`src/rtl/tile_palette_engine_pkg.sv`:
```
// Shared types for the tile palette engine: fade FSM states and the packed
// {r,g,b} colour layout (red in the MSBs) used by palette entries.
package tile_palette_engine_pkg;

    typedef enum logic [1:0] {
        IDLE     = 2'd0,
        FADE_IN  = 2'd1,
        FADE_OUT = 2'd2
    } fade_state_e;

    localparam int RGB_CH_W = 4;

    typedef struct packed {
        logic [RGB_CH_W-1:0] r;
        logic [RGB_CH_W-1:0] g;
        logic [RGB_CH_W-1:0] b;
    } rgb_t;

endpackage

```
`src/rtl/tile_palette_engine_fader.sv`:
```
// Brightness fader: FSM, step divider and brightness register. A fade_start
// pulse always (re)starts a fade from the current brightness.
module tile_palette_fader
    import tile_palette_engine_pkg::*;
#(
    parameter int CH_W     = 4,
    parameter int FADE_DIV = 4
) (
    input  logic            clk,
    input  logic            reset_n,
    input  logic            fade_start,
    input  logic            fade_dir,
    output logic [CH_W-1:0] brightness,
    output logic            fade_busy,
    output logic            fade_done
);

    localparam int DIV_W = (FADE_DIV > 1) ? $clog2(FADE_DIV) : 1;
    localparam logic [DIV_W-1:0] DIV_LAST = DIV_W'(FADE_DIV - 1);
    localparam logic [DIV_W-1:0] DIV_ZERO = {DIV_W{1'b0}};
    localparam logic [DIV_W-1:0] DIV_ONE  = {{(DIV_W-1){1'b0}}, 1'b1};
    localparam logic [CH_W-1:0]  B_MAX    = {CH_W{1'b1}};
    localparam logic [CH_W-1:0]  B_ZERO   = {CH_W{1'b0}};
    localparam logic [CH_W-1:0]  B_ONE    = {{(CH_W-1){1'b0}}, 1'b1};

    fade_state_e      state_r, state_s;
    logic [CH_W-1:0]  bright_r, bright_s;
    logic [DIV_W-1:0] div_r, div_s;
    logic             done_r, done_s;
    logic             tick_s;

    // Next-state logic: a step fires on the last divider count; reaching (or
    // already sitting at) the endpoint on a step completes the fade.
    always_comb begin
        state_s  = state_r;
        bright_s = bright_r;
        div_s    = div_r;
        done_s   = 1'b0;
        tick_s   = (div_r == DIV_LAST);
        if (fade_start) begin
            state_s = fade_dir ? FADE_IN : FADE_OUT;
            div_s   = DIV_ZERO;
        end else begin
            case (state_r)
                FADE_IN: begin
                    if (tick_s) begin
                        div_s    = DIV_ZERO;
                        bright_s = (bright_r == B_MAX) ? bright_r : bright_r + B_ONE;
                        if (bright_s == B_MAX) begin
                            state_s = IDLE;
                            done_s  = 1'b1;
                        end else begin
                            state_s = FADE_IN;
                        end
                    end else begin
                        div_s = div_r + DIV_ONE;
                    end
                end
                FADE_OUT: begin
                    if (tick_s) begin
                        div_s    = DIV_ZERO;
                        bright_s = (bright_r == B_ZERO) ? bright_r : bright_r - B_ONE;
                        if (bright_s == B_ZERO) begin
                            state_s = IDLE;
                            done_s  = 1'b1;
                        end else begin
                            state_s = FADE_OUT;
                        end
                    end else begin
                        div_s = div_r + DIV_ONE;
                    end
                end
                IDLE: begin
                    div_s = DIV_ZERO;
                end
                default: begin
                    state_s = IDLE;
                    div_s   = DIV_ZERO;
                end
            endcase
        end
    end

    // State, brightness, divider and done-pulse registers.
    always_ff @(posedge clk) begin
        if (!reset_n) begin
            state_r  <= IDLE;
            bright_r <= B_MAX;
            div_r    <= DIV_ZERO;
            done_r   <= 1'b0;
        end else begin
            state_r  <= state_s;
            bright_r <= bright_s;
            div_r    <= div_s;
            done_r   <= done_s;
        end
    end

    assign brightness = bright_r;
    assign fade_busy  = (state_r != IDLE);
    assign fade_done  = done_r;

endmodule

```
`src/rtl/tile_palette_engine.sv`:
```
// Banked palette lookup with a 2-stage datapath (read, then brightness scale)
// running alongside the fader; no stalls anywhere.
module tile_palette_engine
    import tile_palette_engine_pkg::*;
#(
    parameter int INDEX_W   = 5,
    parameter int NUM_BANKS = 4,
    parameter int CH_W      = 4,
    parameter int FADE_DIV  = 4
) (
    input  logic                         clk,
    input  logic                         reset_n,
    input  logic                         pix_valid,
    input  logic [INDEX_W-1:0]           pix_index,
    input  logic [$clog2(NUM_BANKS)-1:0] pix_bank,
    input  logic                         wr_en,
    input  logic [$clog2(NUM_BANKS)-1:0] wr_bank,
    input  logic [INDEX_W-1:0]           wr_index,
    input  logic [3*CH_W-1:0]            wr_data,
    input  logic                         fade_start,
    input  logic                         fade_dir,
    output logic                         out_valid,
    output logic [CH_W-1:0]              red,
    output logic [CH_W-1:0]              green,
    output logic [CH_W-1:0]              blue,
    output logic [CH_W-1:0]              brightness,
    output logic                         fade_busy,
    output logic                         fade_done
);

    localparam int BANK_W = $clog2(NUM_BANKS);
    localparam int DEPTH  = NUM_BANKS << INDEX_W;
    localparam int RGB_W  = 3 * CH_W;
    localparam int PROD_W = 2 * CH_W + 1;

    // (c * (b + 1)) >> CH_W keeps all-ones brightness lossless and zero dark.
    function automatic logic [CH_W-1:0] scale_ch(input logic [CH_W-1:0] c,
                                                 input logic [CH_W-1:0] b);
        logic [PROD_W-1:0] prod;
        prod = PROD_W'(c) * (PROD_W'(b) + {{(PROD_W-1){1'b0}}, 1'b1});
        return CH_W'(prod >> CH_W);
    endfunction

    logic [RGB_W-1:0]         mem_r [DEPTH];
    logic [RGB_W-1:0]         s1_rgb_r;
    logic                     s1_valid_r;
    logic                     out_valid_r;
    logic [CH_W-1:0]          red_r, green_r, blue_r;
    logic [CH_W-1:0]          bright_s;
    logic [BANK_W+INDEX_W-1:0] rd_addr_s, wr_addr_s;

    assign rd_addr_s = {pix_bank, pix_index};
    assign wr_addr_s = {wr_bank, wr_index};

    tile_palette_fader #(
        .CH_W     (CH_W),
        .FADE_DIV (FADE_DIV)
    ) u_fader (
        .clk        (clk),
        .reset_n    (reset_n),
        .fade_start (fade_start),
        .fade_dir   (fade_dir),
        .brightness (bright_s),
        .fade_busy  (fade_busy),
        .fade_done  (fade_done)
    );

    // Palette storage and stage 1; the non-blocking write makes a same-cycle
    // read of the written entry return the old contents.
    always_ff @(posedge clk) begin
        if (!reset_n) begin
            for (int i = 0; i < DEPTH; i++) begin
                mem_r[i] <= {RGB_W{1'b0}};
            end
            s1_rgb_r   <= {RGB_W{1'b0}};
            s1_valid_r <= 1'b0;
        end else begin
            if (wr_en) begin
                mem_r[wr_addr_s] <= wr_data;
            end
            if (pix_valid) begin
                s1_rgb_r <= mem_r[rd_addr_s];
            end
            s1_valid_r <= pix_valid;
        end
    end

    // Stage 2: brightness scaling; colour outputs hold between valid pixels.
    always_ff @(posedge clk) begin
        if (!reset_n) begin
            out_valid_r <= 1'b0;
            red_r       <= {CH_W{1'b0}};
            green_r     <= {CH_W{1'b0}};
            blue_r      <= {CH_W{1'b0}};
        end else begin
            out_valid_r <= s1_valid_r;
            if (s1_valid_r) begin
                red_r   <= scale_ch(s1_rgb_r[3*CH_W-1:2*CH_W], bright_s);
                green_r <= scale_ch(s1_rgb_r[2*CH_W-1:CH_W],   bright_s);
                blue_r  <= scale_ch(s1_rgb_r[CH_W-1:0],        bright_s);
            end
        end
    end

    assign out_valid  = out_valid_r;
    assign red        = red_r;
    assign green      = green_r;
    assign blue       = blue_r;
    assign brightness = bright_s;

endmodule

```
`config.mk`:
```
export PLATFORM = sky130hd
export DESIGN_NAME = tile_palette_engine
export DESIGN_NICKNAME = d
export VERILOG_FILES = /design/src/rtl/tile_palette_engine_pkg.sv /design/src/rtl/tile_palette_engine_fader.sv /design/src/rtl/tile_palette_engine.sv
export SDC_FILE = /design/constraint.sdc
export NUM_CORES = 2
export LEC_CHECK = 0
export CORE_ASPECT_RATIO = 0.6
export CORE_MARGIN = 8
export CORE_UTILIZATION = 50
export DETAILED_ROUTE_END_ITERATION = 6
export PLACE_DENSITY = 0.71
export SLEW_MARGIN = 20
export SYNTH_ARGS = -nofsm -noshare
export SYNTH_HDL_FRONTEND = slang
export SYNTH_HIERARCHICAL = 1
export SYNTH_SLANG_ARGS = --single-unit
```
`constraint.sdc`:
```
create_clock -name clk -period 6.2 [get_ports clk]
set_clock_uncertainty 0.05 [all_clocks]
set_input_delay 1.55 -clock clk [delete_from_list [all_inputs] [get_ports clk]]
set_output_delay 1.55 -clock clk [all_outputs]
set_load 0.005 [all_outputs]
```
Word level (Yosys, flattened, before mapping)
Memories as Yosys holds them, arrays and structs flattened. A register that Yosys moved wholly into a read port is not among the register bits.
Cells that the tools add are included.
Word-level totals
  bits of input ports: 32
  RAM bits: 1536
  bits in registers: 23
  memories: 1
  logic and storage cells: 66
  output and inout bits: 19
Memories
  mem_r: depth 128, width 12, rd ports 1, clocked after memory_dff 1, wr ports 128, RTL line tile_palette_engine.sv:44  | logic [RGB_W-1:0] mem_r [DEPTH];
Cells by class
  equal/unequal tests: 10
  reduce and logical (&&, ||, !) cells: 12
  mux-type cells: 24
  add/sub/neg operators: 4
  $mul: 3
  bitwise gates (word level): 3
Operator list (count)
  multiplier 4 x 9 -> 8 bit: 2
  two-way mux 4 bit: 4
  two-way mux 12 bit: 1
  OR reduction 12 bit: 1
  two-way mux 1 bit: 10
  two-way mux 2 bit: 5
  == test 4 bit, second input constant: 2
  logical NOT 4 bit: 2
  multiplier 4 x 5 -> 8 bit: 1
  case mux 4 bit (2 select lines): 1
  two-way mux 7 bit: 1
  != test 3 x 2 -> 1 bit, second input constant: 2
  case mux 2 bit (3 select lines): 1
  adder 4 x 1 -> 5 bit, second input constant: 1
  adder 4 x 1 -> 4 bit, second input constant: 1
  == test 2 bit, second input constant: 2
  != test 2 x 1 -> 1 bit, second input constant: 2
  AND reduction 4 bit: 1
  nonzero test 2 bit: 2
  OR reduction 2 bit: 2
  OR reduction 4 bit: 1
  subtractor 4 x 1 -> 4 bit, second input constant: 1
  inverter 1 bit: 3
  AND reduction 3 bit: 1
  6 further kinds: 6

Longest topological paths before layout
  depth in word-level cells: 7
  depth in mapped cells: 14
  mapped depth without buffers: 13

Modules after synthesis
The synthesis kept the hierarchy.
Modules (own cells, without submodules)
  tile_palette_engine: area each 72422.0 µm², cells an instance 4870, times used 1, seq. area each 46644.7 µm²
  tile_palette_fader: area each 706.9 µm², cells an instance 85, times used 1, seq. area each 180.2 µm²

Worst setup path after synthesis
Ideal clock, no wire load.
  kind: reg-to-reg
  start: register u_fader.bright_r[0], in the netlist u_fader/brightness[0]
  end: register green_r[3], in the netlist green[3]
  required time: 6071 ps
  clock period less this slack: 3713 ps
  cell stages (with the launch flop): 15
  setup time: 79 ps
  buffers on the path: 1
  data arrival time: 3584 ps
  path slack: 2487 ps
  cell sequence: dfxtp_1 ha_1 xor2_1 clkbuf_1 nand2_1 fa_1 inv_1 fa_1 ha_1 and4_1 a21o_1 a21oi_1 o21bai_1 a211o_1 o211ai_1
Between the ends
  word-level cells in the longest chain between the ends: 2
RTL lines
  start, declared: RTL line tile_palette_engine_fader.sv:27  | logic [CH_W-1:0] bright_r, bright_s;
  start signal, assigned: RTL line tile_palette_engine_fader.sv:93  | bright_r <= bright_s;
  adder 4 x 1 -> 5 bit: RTL line tile_palette_engine.sv:40  | prod = PROD_W'(c) * (PROD_W'(b) + {{(PROD_W-1){1'b0}}, 1'b1});
  multiplier 4 x 9 -> 8 bit: RTL line tile_palette_engine.sv:40
  end signal, assigned: RTL line tile_palette_engine.sv:93  | green_r <= {CH_W{1'b0}};
  end signal, assigned: RTL line tile_palette_engine.sv:99  | green_r <= scale_ch(s1_rgb_r[2*CH_W-1:CH_W], bright_s);
  end, declared: RTL line tile_palette_engine.sv:48  | logic [CH_W-1:0] red_r, green_r, blue_r;
Every way passes these cells.
A chain may end at the register's enable or synchronous reset.

Final worst setup path
Same ends and word-level chain as after synthesis.

==> flow_metrics.py <==
metrics = {
    "outcome": {
        "status": "completed",
    },
    "cells_and_area": {
        "finalCoreUtilization": 0.5517,
        "final_nets": 4931,
        "fin_area_um2": 79930,
        "areaGrowthSynthToFinish_pct": 9.294,
        "layout-drive-gt1-share": 0.1622,
        "fillers": 11210,
    },
    "critical_path": {
        "crit_cells": 13,
        "worstReg2RegEnd": "green[3]",
        "critPathMaxStageDelay_ps": 820,
        "critical_path.max_fanout": 20,
        "rr_worst_depth": 13,
        "reg2reg_slack_ps": 1420,
        "cp.required_ps": 6810,
        "cp-end-kind": "register",
        "critPathLaunchType": "register",
        "crit_type": "register to register",
        "cp_top_family": "adder cells",
        "path_buf_inv": 1,
        "arrival_ps": 5390,
        "path_cells": "ha_1, xor2_1, nand2_1, fa_1, inv_1, fa_1, ha_1, and4_1, a21o_1, a21oi_1, o21bai_1, a211o_1, o211ai_1",
        "crit_path_top_delay_cell": "dfxtp_1",
        "r2r-start": "u_fader/brightness[0]",
    },
    "job": {
        "maxCapViolations": 0,
    },
    "detailed_routing": {
        "wl_um": 196900,
        "antenna_left": 0,
        "dr.pass1.iters": 5,
        "drc_errors": 0,
        "vias": 42780,
        "post_drt_via_cell_ratio": 6.218,
        "avgRoutedWirePerCell_um": 28.62,
        "first_iter_violations": 7024,
    },
    "clock_tree": {
        "cts_sinks": 1571,
        "cts_buffer_depth": 3,
        "post_cts_buffers": 0,
        "hold_buffers": 0,
        "cts-root-buf": "clkbuf_16",
        "clk_latency_ps": 770,
        "cts_tree": "built",
        "path_clk_slew_ps": 70,
        "cts_resized": 0,
        "h-tree-depth": 4,
        "cts_inserted_buffers": 144,
    },
    "global_route": {
        "grt_start_max_net_pins": 95,
        "grtUsageTotal": 0.2437,
        "grt_first_pass_wirelength_um": 288000,
        "antenna_found_initial": 9,
        "grt-ovfl-total": 0,
        "grt_pass1_vias": 41140,
    },
    "placed_design": {
        "port_buffers": 50,
        "placed_cell_area_um2": 75610,
        "gp_congestion": 0.9031,
        "hpwlAfterDp_um": 126900,
    },
    "power_and_ir_drop": {
        "leakage_nw": 27.45,
        "power.density_nw_per_um2": 284.3,
        "ir_worst_vdd_mv": 0.2284,
        "total_power_mw": 22.72,
    },
    "logic_synthesis": {
        "synth_edf_count": 1536,
        "synthDistinctLibCells": 56,
        "synth.cell_area_um2": 73130,
        "avgSynthCellArea_um2": 14.76,
        "netlist_instances": 4955,
        "async_flop_share": 0,
        "synth-main-ff-cell": "edfxtp_1",
        "synth.yosys.seq_area_share": 0.6403,
        "yosys.area.top_type": "edfxtp_1",
        "synth_top_area_frac": 0.6307,
        "ys_ff_latch": 1571,
        "synth.area.top_cells": "edfxtp_1, and2_1, mux4_2",
        "yosys_warnings": 6,
        "syn_nets": 5036,
    },
    "die": {
        "io_pins": 51,
        "dieHeight_um": 312.2,
        "die_area_um2": 159200,
        "initial_utilization": 0.5048,
        "rows": 108,
        "core_area_um2": 144900,
        "die_x_um": 509.7,
    },
    "min_path": {
        "hold_path_class": "register to register",
        "hold_path_end": "u_fader/div_r[0]",
        "min-delay-start": "u_fader/div_r[0]",
        "whs_path_depth": 1,
    },
    "sta": {
        "min_period_over_period": 0.7710,
        "fmax_mhz": 209.2,
        "worst_pin_slew_ps": 1197,
        "tns_ps": 0,
        "holdWs_ps": 384.3,
        "fin_crit_ps": 4780,
        "slew_viol_final": 0,
        "hold_viol": 0,
        "setup_viol": 0,
        "slew_headroom": 0.1991,
        "rsz0062_at_grt": "false",
    },
}
## registers in the layout, indices dropped and copies added (netlist names)
name,cells
u_fader/div_r,2
mem_r,1536
red,4
green,4
u_fader/fade_done,1
s1_valid_r,1
s1_rgb_r,12
out_valid,1
blue,4
u_fader/state_r,2
u_fader/brightness,4
## logic make-up (layout without fill, tap and decap cells)
logic type	count (synthesis)	after routing	synth area share
and+or+nand+nor	1907	1907	0.1553
AOI/OAI and AO/OA	431	431	0.03937
xor gates and xnor gates	18	18	0.002156
adders and majority gates	49	49	0.009924
buffers and inverters	538	534	0.03078
muxes	441	441	0.1221
DFF	1571	1571	0.6403
other	0	4	0
## cell usage after synthesis (23+ instances only)
cell type,number
buf_2,32
ha_1,34
edfxtp_1,1536
inv_1,33
mux2i_1,71
nor2b_1,23
mux4_2,360
dfxtp_1,35
nor3_1,41
a22o_1,39
a221oi_1,40
a22oi_1,88
and2_1,1561
nor2_1,136
nand2_1,85
o21ai_0,154
a21oi_1,41
clkbuf_1,425
## layout by cell type (no fill, tap or decap), types with 7 or more instances in the layout
| cell | synthesis | final |
|---|---|---|
| and2_1 | 1561 | 1560 |
| edfxtp_1 | 1536 | 1536 |
| mux4_2 | 360 | 360 |
| buf_4 | 19 | 205 |
| clkbuf_16 | 0 | 147 |
| nor2_1 | 136 | 135 |
| o21ai_1 | 0 | 91 |
| a22oi_1 | 88 | 88 |
| nand2_1 | 85 | 79 |
| mux2i_1 | 71 | 71 |
| o21ai_0 | 154 | 61 |
| nor3_1 | 41 | 41 |
| a21oi_1 | 41 | 41 |
| a221oi_1 | 40 | 40 |
| a22o_1 | 39 | 39 |
| dfxtp_1 | 35 | 35 |
| ha_1 | 34 | 34 |
| clkdlybuf4s50_1 | 0 | 34 |
| inv_1 | 33 | 33 |
| clkinv_1 | 0 | 29 |
| clkbuf_1 | 425 | 28 |
| clkinv_2 | 0 | 25 |
| nor2b_1 | 23 | 21 |
| o22ai_1 | 15 | 15 |
| fa_1 | 15 | 15 |
| nand3_1 | 14 | 12 |
| nand2b_1 | 11 | 11 |
| buf_12 | 0 | 11 |
| mux2_2 | 10 | 10 |
| o2111ai_1 | 10 | 10 |
| xnor2_1 | 11 | 10 |
| a41oi_1 | 9 | 9 |
| nand4_1 | 8 | 8 |
| xor2_1 | 7 | 7 |
| o211ai_1 | 7 | 7 |
| nand3b_1 | 7 | 7 |
## report_power, final
part / total (mW) / internal (mW) / switching [mW]
clock network: 8.49 / 4.55 / 3.94
logic: 1.88 / 0.686 / 1.19
registers: 12.4 / 12.2 / 0.190
## how the worst max path moves through the flow
| stage | startpoint | end | slack, ps |
|---|---|---|---|
| after floorplan | u_fader/brightness[0] | green[3] | 2490 |
| after global placement | pix_index[0] | s1_rgb_r[7] | 950 |
| after detailed placement | pix_index[0] | s1_rgb_r[7] | 910 |
| after CTS | u_fader/brightness[0] | green[3] | 1480 |
| after global routing | u_fader/brightness[0] | blue[3] | 1160 |
| final | u_fader/brightness[0] | green[3] | 1420 |
## layer usage
layer	GRT usage	vias up	wire [um]
met4	0.05813	4	4422
met2	0.3385	2686	82570
met5	0	-	28
li1	-	17940	-
met1	0.3809	21870	83740
met3	0.06627	272	26150
## cell type report
class / instances / area, um^2 / area share
Sequential cell: 1571 / 46820 / 0.5859
Multi-Input combinational cell: 2846 / 24120 / 0.3018
Clock buffer: 175 / 3784 / 0.04734
Tap cell: 1925 / 2409 / 0.03014
Timing Repair Buffer: 254 / 2146 / 0.02685
Clock inverter: 72 / 510.5 / 0.006387
Inverter: 33 / 123.9 / 0.001550
Antenna cell: 4 / 10.01 / 0.0001252
## per-stage QoR
stage / std cells / worst slack [ps]
2_1_floorplan: 4955 / 2487
3_3_place_gp: 6629 / 946.6
6_report: 6880 / 1420
3_5_place_dp: 6629 / 912.4
5_1_grt: 6877 / 1160
4_1_cts: 6876 / 1479
## worst register-to-register path, stage by stage (launching register included)
cell and delay, ps:
dfxtp_1 820, ha_1 300, xor2_1 750, nand2_1 190, fa_1 570, inv_1 50, fa_1 450, ha_1 290
and4_1 200, a21o_1 190, a21oi_1 260, o21bai_1 150, a211o_1 310, o211ai_1 80
Note: power is estimated with default switching activity, not from simulation.
